## src/rtl/reorder_buffer_param_if.sv

```systemverilog
// Handshake and data bundle between the core pipeline (master) and the reorder buffer (slave).
interface reorder_buffer_param_if #(
    parameter int DEPTH_LOG2 = 4,
    parameter int NUM_CDB    = 2,
    parameter int XLEN       = 32
);
    localparam int TAG_W = DEPTH_LOG2;

    logic                    issue_valid;
    logic [4:0]              issue_rd;
    logic                    issue_is_store;
    logic                    issue_is_branch;
    logic [XLEN-1:0]         issue_pc;
    logic [XLEN-1:0]         issue_pred_pc;
    logic [TAG_W-1:0]        issue_tag;
    logic                    full;
    logic                    empty;
    logic [TAG_W:0]          count;
    logic [NUM_CDB-1:0]      wb_valid;
    logic [NUM_CDB*TAG_W-1:0] wb_tag;
    logic [NUM_CDB*XLEN-1:0] wb_value;
    logic [NUM_CDB*XLEN-1:0] wb_next_pc;
    logic                    commit_valid;
    logic [TAG_W-1:0]        commit_tag;
    logic [4:0]              commit_rd;
    logic [XLEN-1:0]         commit_value;
    logic [XLEN-1:0]         commit_pc;
    logic                    store_commit;
    logic                    store_done;
    logic                    mispredict;
    logic [XLEN-1:0]         redirect_pc;

    modport master (
        output issue_valid, issue_rd, issue_is_store, issue_is_branch, issue_pc, issue_pred_pc,
        output wb_valid, wb_tag, wb_value, wb_next_pc, store_done,
        input  issue_tag, full, empty, count,
        input  commit_valid, commit_tag, commit_rd, commit_value, commit_pc,
        input  store_commit, mispredict, redirect_pc
    );

    modport slave (
        input  issue_valid, issue_rd, issue_is_store, issue_is_branch, issue_pc, issue_pred_pc,
        input  wb_valid, wb_tag, wb_value, wb_next_pc, store_done,
        output issue_tag, full, empty, count,
        output commit_valid, commit_tag, commit_rd, commit_value, commit_pc,
        output store_commit, mispredict, redirect_pc
    );
endinterface

```

## src/rtl/reorder_buffer_param.sv

```systemverilog
// In-order commit reorder buffer: circular entry store, multi-channel writeback,
// store handshake with the memory controller and branch-mispredict rollback.
module reorder_buffer_param #(
    parameter int DEPTH_LOG2 = 4,
    parameter int NUM_CDB    = 2,
    parameter int XLEN       = 32
) (
    input  logic                   clk_in,
    input  logic                   rst_in,
    input  logic                   rdy_in,
    input  logic                   flush_in,
    reorder_buffer_param_if.slave  rob
);
    localparam int TAG_W = DEPTH_LOG2;
    localparam int DEPTH = 2 ** DEPTH_LOG2;
    localparam logic [TAG_W:0] DEPTH_CNT = (TAG_W + 1)'(DEPTH);

    typedef enum logic {IDLE, WAIT_STORE} state_t;
    state_t state;

    logic [TAG_W-1:0] head, tail;
    logic [TAG_W:0]   count;
    logic [DEPTH-1:0] ent_valid, ent_ready, ent_store, ent_branch;
    logic [4:0]       ent_rd    [DEPTH];
    logic [XLEN-1:0]  ent_pc    [DEPTH];
    logic [XLEN-1:0]  ent_pred  [DEPTH];
    logic [XLEN-1:0]  ent_value [DEPTH];
    logic [XLEN-1:0]  ent_npc   [DEPTH];

    logic             commit_valid_q, store_commit_q, mispredict_q;
    logic [TAG_W-1:0] commit_tag_q;
    logic [4:0]       commit_rd_q;
    logic [XLEN-1:0]  commit_value_q, commit_pc_q, redirect_pc_q;

    logic             full_w, issue_fire, commit_fire, commit_rollback;
    logic [TAG_W-1:0] wb_tag_a   [NUM_CDB];
    logic [XLEN-1:0]  wb_value_a [NUM_CDB];
    logic [XLEN-1:0]  wb_npc_a   [NUM_CDB];

    always_comb begin
        full_w          = (count == DEPTH_CNT);
        issue_fire      = rob.issue_valid & ~full_w;
        commit_fire     = (state == IDLE) & ent_valid[head] & ent_ready[head];
        commit_rollback = commit_fire & ent_branch[head] & (ent_npc[head] != ent_pred[head]);
        for (int unsigned k = 0; k < NUM_CDB; k++) begin
            wb_tag_a[k]   = rob.wb_tag[k*TAG_W +: TAG_W];
            wb_value_a[k] = rob.wb_value[k*XLEN +: XLEN];
            wb_npc_a[k]   = rob.wb_next_pc[k*XLEN +: XLEN];
        end
    end

    always_ff @(posedge clk_in) begin
        if (rst_in) begin
            state          <= IDLE;
            head           <= '0;
            tail           <= '0;
            count          <= '0;
            ent_valid      <= '0;
            ent_ready      <= '0;
            commit_valid_q <= 1'b0;
            store_commit_q <= 1'b0;
            mispredict_q   <= 1'b0;
            commit_tag_q   <= '0;
            commit_rd_q    <= '0;
            commit_value_q <= '0;
            commit_pc_q    <= '0;
            redirect_pc_q  <= '0;
        end else begin
            // store completion is observed even while paused or flushing
            if (state == WAIT_STORE && rob.store_done)
                state <= IDLE;

            commit_valid_q <= 1'b0;
            store_commit_q <= 1'b0;
            mispredict_q   <= 1'b0;

            if (rdy_in && flush_in) begin
                ent_valid <= '0;
                ent_ready <= '0;
                head      <= '0;
                tail      <= '0;
                count     <= '0;
            end else if (rdy_in) begin
                // descending order so the lowest channel's write lands last and wins
                for (int unsigned i = NUM_CDB; i > 0; i--) begin
                    if (rob.wb_valid[i-1] && ent_valid[wb_tag_a[i-1]]) begin
                        ent_ready[wb_tag_a[i-1]] <= 1'b1;
                        ent_value[wb_tag_a[i-1]] <= wb_value_a[i-1];
                        ent_npc[wb_tag_a[i-1]]   <= wb_npc_a[i-1];
                    end
                end

                if (commit_fire) begin
                    commit_valid_q  <= 1'b1;
                    commit_tag_q    <= head;
                    commit_rd_q     <= ent_rd[head];
                    commit_value_q  <= ent_value[head];
                    commit_pc_q     <= ent_pc[head];
                    ent_valid[head] <= 1'b0;
                    ent_ready[head] <= 1'b0;
                    head            <= head + 1'b1;
                    if (ent_store[head]) begin
                        store_commit_q <= 1'b1;
                        state          <= WAIT_STORE;
                    end
                end

                if (issue_fire && !commit_rollback) begin
                    ent_valid[tail]  <= 1'b1;
                    ent_ready[tail]  <= 1'b0;
                    ent_store[tail]  <= rob.issue_is_store;
                    ent_branch[tail] <= rob.issue_is_branch;
                    ent_rd[tail]     <= rob.issue_rd;
                    ent_pc[tail]     <= rob.issue_pc;
                    ent_pred[tail]   <= rob.issue_pred_pc;
                    tail             <= tail + 1'b1;
                end

                if (commit_rollback) begin
                    mispredict_q  <= 1'b1;
                    redirect_pc_q <= ent_npc[head];
                    ent_valid     <= '0;
                    ent_ready     <= '0;
                    head          <= '0;
                    tail          <= '0;
                    count         <= '0;
                end else begin
                    count <= count + {{TAG_W{1'b0}}, issue_fire} - {{TAG_W{1'b0}}, commit_fire};
                end
            end
        end
    end

    assign rob.issue_tag    = tail;
    assign rob.full         = full_w;
    assign rob.empty        = (count == '0);
    assign rob.count        = count;
    assign rob.commit_valid = commit_valid_q;
    assign rob.commit_tag   = commit_tag_q;
    assign rob.commit_rd    = commit_rd_q;
    assign rob.commit_value = commit_value_q;
    assign rob.commit_pc    = commit_pc_q;
    assign rob.store_commit = store_commit_q;
    assign rob.mispredict   = mispredict_q;
    assign rob.redirect_pc  = redirect_pc_q;
endmodule

```

## src/flat_wrapper.sv

```systemverilog
// flat-port wrapper written by rule: the top's interface ports become plain ports
module reorder_buffer_param_flat 
#(
    parameter int DEPTH_LOG2 = 4,
    parameter int NUM_CDB    = 2,
    parameter int XLEN       = 32
)
  (clk_in, rst_in, rdy_in, flush_in, rob_issue_valid, rob_issue_rd, rob_issue_is_store, rob_issue_is_branch, rob_issue_pc, rob_issue_pred_pc, rob_wb_valid, rob_wb_tag, rob_wb_value, rob_wb_next_pc, rob_store_done, rob_issue_tag, rob_full, rob_empty, rob_count, rob_commit_valid, rob_commit_tag, rob_commit_rd, rob_commit_value, rob_commit_pc, rob_store_commit, rob_mispredict, rob_redirect_pc);
  reorder_buffer_param_if #(.DEPTH_LOG2(DEPTH_LOG2), .NUM_CDB(NUM_CDB), .XLEN(XLEN)) rob_i ();
  input  logic clk_in;
  input  logic rst_in;
  input  logic rdy_in;
  input  logic flush_in;
  input wire logic [$bits(rob_i.issue_valid)-1:0] rob_issue_valid;
  input wire logic [$bits(rob_i.issue_rd)-1:0] rob_issue_rd;
  input wire logic [$bits(rob_i.issue_is_store)-1:0] rob_issue_is_store;
  input wire logic [$bits(rob_i.issue_is_branch)-1:0] rob_issue_is_branch;
  input wire logic [$bits(rob_i.issue_pc)-1:0] rob_issue_pc;
  input wire logic [$bits(rob_i.issue_pred_pc)-1:0] rob_issue_pred_pc;
  input wire logic [$bits(rob_i.wb_valid)-1:0] rob_wb_valid;
  input wire logic [$bits(rob_i.wb_tag)-1:0] rob_wb_tag;
  input wire logic [$bits(rob_i.wb_value)-1:0] rob_wb_value;
  input wire logic [$bits(rob_i.wb_next_pc)-1:0] rob_wb_next_pc;
  input wire logic [$bits(rob_i.store_done)-1:0] rob_store_done;
  output wire logic [$bits(rob_i.issue_tag)-1:0] rob_issue_tag;
  output wire logic [$bits(rob_i.full)-1:0] rob_full;
  output wire logic [$bits(rob_i.empty)-1:0] rob_empty;
  output wire logic [$bits(rob_i.count)-1:0] rob_count;
  output wire logic [$bits(rob_i.commit_valid)-1:0] rob_commit_valid;
  output wire logic [$bits(rob_i.commit_tag)-1:0] rob_commit_tag;
  output wire logic [$bits(rob_i.commit_rd)-1:0] rob_commit_rd;
  output wire logic [$bits(rob_i.commit_value)-1:0] rob_commit_value;
  output wire logic [$bits(rob_i.commit_pc)-1:0] rob_commit_pc;
  output wire logic [$bits(rob_i.store_commit)-1:0] rob_store_commit;
  output wire logic [$bits(rob_i.mispredict)-1:0] rob_mispredict;
  output wire logic [$bits(rob_i.redirect_pc)-1:0] rob_redirect_pc;
  assign rob_i.issue_valid = rob_issue_valid;
  assign rob_i.issue_rd = rob_issue_rd;
  assign rob_i.issue_is_store = rob_issue_is_store;
  assign rob_i.issue_is_branch = rob_issue_is_branch;
  assign rob_i.issue_pc = rob_issue_pc;
  assign rob_i.issue_pred_pc = rob_issue_pred_pc;
  assign rob_i.wb_valid = rob_wb_valid;
  assign rob_i.wb_tag = rob_wb_tag;
  assign rob_i.wb_value = rob_wb_value;
  assign rob_i.wb_next_pc = rob_wb_next_pc;
  assign rob_i.store_done = rob_store_done;
  assign rob_issue_tag = rob_i.issue_tag;
  assign rob_full = rob_i.full;
  assign rob_empty = rob_i.empty;
  assign rob_count = rob_i.count;
  assign rob_commit_valid = rob_i.commit_valid;
  assign rob_commit_tag = rob_i.commit_tag;
  assign rob_commit_rd = rob_i.commit_rd;
  assign rob_commit_value = rob_i.commit_value;
  assign rob_commit_pc = rob_i.commit_pc;
  assign rob_store_commit = rob_i.store_commit;
  assign rob_mispredict = rob_i.mispredict;
  assign rob_redirect_pc = rob_i.redirect_pc;
  reorder_buffer_param #(.DEPTH_LOG2(DEPTH_LOG2), .NUM_CDB(NUM_CDB), .XLEN(XLEN)) u_core (.clk_in(clk_in), .rst_in(rst_in), .rdy_in(rdy_in), .flush_in(flush_in), .rob(rob_i));
endmodule
```

## config.mk

```make
export PLATFORM = sky130hd
export DESIGN_NAME = reorder_buffer_param_flat
export DESIGN_NICKNAME = d
export VERILOG_FILES = /design/src/rtl/reorder_buffer_param_if.sv /design/src/rtl/reorder_buffer_param.sv /design/src/flat_wrapper.sv
export SDC_FILE = /design/constraint.sdc
export NUM_CORES = 2
export LEC_CHECK = 0
export ABC_AREA = 1
export CORE_MARGIN = 1.5
export CORE_UTILIZATION = 39
export CTS_CLUSTER_SIZE = 16
export DETAILED_ROUTE_END_ITERATION = 10
export SKIP_CTS_REPAIR_TIMING = 1
export SLEW_MARGIN = 30
export SYNTH_ARGS = -nofsm -noshare
export SYNTH_HDL_FRONTEND = slang
export SYNTH_SLANG_ARGS = --single-unit
```

## constraint.sdc

```tcl
create_clock -name clk_in -period 11.2 [get_ports clk_in]
set_input_delay 3.36 -clock clk_in [delete_from_list [all_inputs] [get_ports clk_in]]
set_output_delay 3.36 -clock clk_in [all_outputs]
set_load 0.01 [all_outputs]
```

==> results.ini <==
[place]
place_ws_ns = 2.881
dp_cells = 13320
io_buffer_count = 333
placed_area_um2 = 109200
gp_congestion = 0.8849
place_hpwl_mm = 188.4

[sta]
tightest_slew_ns = 1.075
rsz0062_at_grt = no
setup_tns_ns = 0
maxSlewHeadroom_pct = 28.11
post-route-period-util_pct = 66.17
setup_violations = 0
max_freq_mhz = 134.9
hold_viol = 0
drv_slew = 0
final.setup.worst_slack_ns = 3.788
min_period_ns = 7.412
finalClockSkew_ns = 0.09698

[setup_path]
path_cells = clkdlybuf4s50_1 -> inv_1 -> buf_4 -> nor2_4 -> nand2_4 -> inv_1 -> nand4_1 -> buf_4 -> buf_4 -> nand2_1 -> o21ai_0
critPathKind = in2reg
start_kind = input port
critPathTopFamily = buffers and inverters
r2r_end = u_core.ent_pred[2][29]
cp_num_buf_inv = 6
reg2reg_setup_slack_ns = 3.93
end_kind = flop
cp_max_fo = 70
critical-path-slowest-cell = nor2_4
critPathMostFrequentCell = buf_4
max_stage_delay_ns = 0.80
worstPathRequired_ns = 11.80
crit_arrival_ns = 8.01
r2r_cells = 20

[yosys]
synth_top_family_by_area = simple AND/OR/NAND/NOR gates
yosysSeqAreaShare_pct = 65.56
avgSynthCellArea_um2 = 10.15
synthMuxAreaShare_pct = 0
ys_types = 44
async_flop_share_pct = 0
synthXorXnorAreaFrac_pct = 0.09285
synth_top_flop_cell = edfxtp_1
synth-compound-area-share_pct = 13.59
synth_area_um2 = 103800
ys_ff_latch = 2318
yosys.area_share.simple_pct = 15.20
synth_edf_count = 2160
yosys_warnings = 0
synth_nets = 10460
synthAdderAreaFrac_pct = 0.1881
syn_inst = 10230

[routing]
routed_wl_mm = 333.7
via_per_inst = 5.637
vias = 77820
drtAntennaViolNets = 0
drcViolationCount = 0
wl_per_cell_um = 24.17
drtIter0Drc = 9483
dr.pass1.iters = 7

[floorplanning]
io_pins = 334
die_h_um = 518.8
die_area_um2 = 269100
initial_utilization_pct = 39.18
die_w_um = 518.8
rows = 189
coreArea_um2 = 264900

[global_route]
grtUsageTotal_pct = 24.05
grt_overflow = 0
grt_max_degree = 201
grt_pass1_wl_mm = 486.8
antenna_found_initial = 31
grt_pass1_vias = 72600

[cts]
clk_latency_ns = 0.96
clock_path_buffers = 4
cts_buffers = 276
clk_pin_slew_ns = 0.05
htreeDepth = 5
cts_tree = done
ctsRootBufferMaster = clkbuf_16
cts.sinks = 2318

[finish]
area_growth_pct = 13.16
fin_nets = 10300
layout_commonest_cell = nand2_1
utilization_pct = 44.33
final_cell_area_um2 = 117400
mostFrequentLayoutCells = 2404 x nand2_1, 2160 x edfxtp_1, 1816 x o21ai_0, 965 x nor2_1, 509 x nand3_1
drive_above_1_share_pct = 5.969
finalNonFillerCells = 13810

[hold_path]
hp-class = reg2reg
holdPathEnd = u_core.rob.redirect_pc[15]
min-delay-start = u_core.rob.redirect_pc[15]
holdPathStages = 2

[outcome]
status = finished, final reports clean

[power]
ir_drop_v = 0.0001741
pwr_density_cell_nw_per_um2 = 155.3
leakagePower_nw = 42.77

[run]
drv_cap = 0

worst register-to-register path, stage by stage (launching register included):
cell	delay, ns
dfxtp_4	0.77
buf_4	0.81
buf_4	0.84
nand2_1	0.19
nand2_1	0.11
nand2_1	0.08
nand3_1	0.20
nand3_1	0.14
nand2_1	0.42
nand2_1	0.10
nand2_1	0.08
nand2_1	0.05
nor2_1	0.15
nand2_1	0.07
nor2_1	0.15
nand2_1	0.40
nand2_4	0.49
nand3_2	0.33
nor2_4	0.15
buf_4	0.46
buf_4	0.85
registers in the layout, indices dropped and copies added (netlist names), 4 cells and up, named ones only:
register and flops:
u_core.ent_npc 512, u_core.ent_pc 512, u_core.ent_pred 512, u_core.ent_value 512, u_core.ent_rd 80, u_core.rob.commit_pc 32
u_core.rob.commit_value 32, u_core.rob.redirect_pc 32, u_core.ent_branch 16, u_core.ent_ready 16, u_core.ent_store 16, u_core.ent_valid 16
u_core.rob.commit_rd 5, u_core.rob.count 5, u_core.head 4, u_core.rob.commit_tag 4, u_core.rob.issue_tag 4
cell type report:
type	count	area, um2
Antenna cell	19	47.55
Clock buffer	356	7446
Clock inverter	104	648.1
Fill cell	24590	147400
Inverter	405	1567
Multi-Input combinational cell	6587	30490
Sequential cell	2318	68050
Tap cell	3533	4420
Timing Repair Buffer	483	4752
layer usage:
metal / track usage (%) / wire length, um / part of all wire (%) / up-vias
li1: - / - / - / 35360
met1: 32.32 / 134400 / 40 / 38090
met2: 38.42 / 156500 / 47 / 3739
met3: 3.403 / 28190 / 8.4 / 621
met4: 11.31 / 14630 / 4.4 / 10
met5: 0 / 69 / 0.021 / -
worst max path at each step:
stage / depth (start not counted) / slack [ns] / start / endpoint
2_1_floorplan: 6 / 2.43 / rdy_in / u_core.ent_pc[13][0]
5_1_grt: 11 / 3.53 / rdy_in / u_core.ent_npc[0][14]
3_5_place_dp: 10 / 2.88 / rdy_in / u_core.ent_npc[2][7]
4_1_cts: 10 / 3.83 / rdy_in / u_core.ent_value[2][9]
3_3_place_gp: 9 / 2.94 / rdy_in / u_core.ent_pred[13][29]
6_report: 11 / 3.79 / rdy_in / u_core.ent_npc[0][14]
stage by stage:
| step | power [mW] | hold slack [ns] |
|---|---|---|
| floorplan | 9.908 | 0.4453 |
| global placement | 10.14 | 0.4555 |
| detailed placement | 10.16 | 0.4523 |
| CTS | 18.34 | 0.4608 |
| global route | 18.71 | 0.4832 |
| finish | 18.24 | 0.4594 |
where the power goes:
group / internal (mW) / switching [mW] / total [mW] / leakage [nW]
sequential: 9.46 / 0.00325 / 9.47 / 20.7
combinational: 0.160 / 0.360 / 0.520 / 18.1
clock: 4.79 / 3.46 / 8.25 / 3.97
total: 14.4 / 3.82 / 18.2 / 42.8
synth_stat cells, types with 14 or more instances:
| cell | number | area, um2 |
|---|---|---|
| a221oi_1 | 58 | 508.0 |
| o22ai_1 | 310 | 1939 |
| buf_6 | 50 | 563.0 |
| nand3_1 | 509 | 2547 |
| a22o_1 | 58 | 508.0 |
| inv_2 | 24 | 90.09 |
| o21ai_0 | 1816 | 9089 |
| ha_1 | 14 | 175.2 |
| buf_2 | 122 | 610.6 |
| buf_1 | 157 | 589.3 |
| nand3_2 | 15 | 150.1 |
| inv_1 | 376 | 1411 |
| clkbuf_1 | 572 | 2147 |
| a22oi_1 | 19 | 142.6 |
| edfxtp_1 | 2160 | 64860 |
| nor2_1 | 996 | 3739 |
| a21oi_1 | 181 | 905.9 |
| o211ai_1 | 98 | 735.7 |
| nand2_1 | 2408 | 9039 |
| dfxtp_1 | 158 | 3163 |
| nand4_1 | 17 | 106.4 |
| o21ai_1 | 39 | 195.2 |
logic make-up (layout without fill, tap and decap cells):
logic type / count (synthesis) / after routing
other: 0 / 19
buffers and inverters: 1320 / 1348
and+or+nand+nor: 3973 / 3973
AOI/OAI and AO/OA: 2588 / 2588
adders and majority gates: 15 / 15
DFF: 2318 / 2318
xor gates and xnor gates: 11 / 11
No activity file was read; power rests on OpenSTA's default activity.
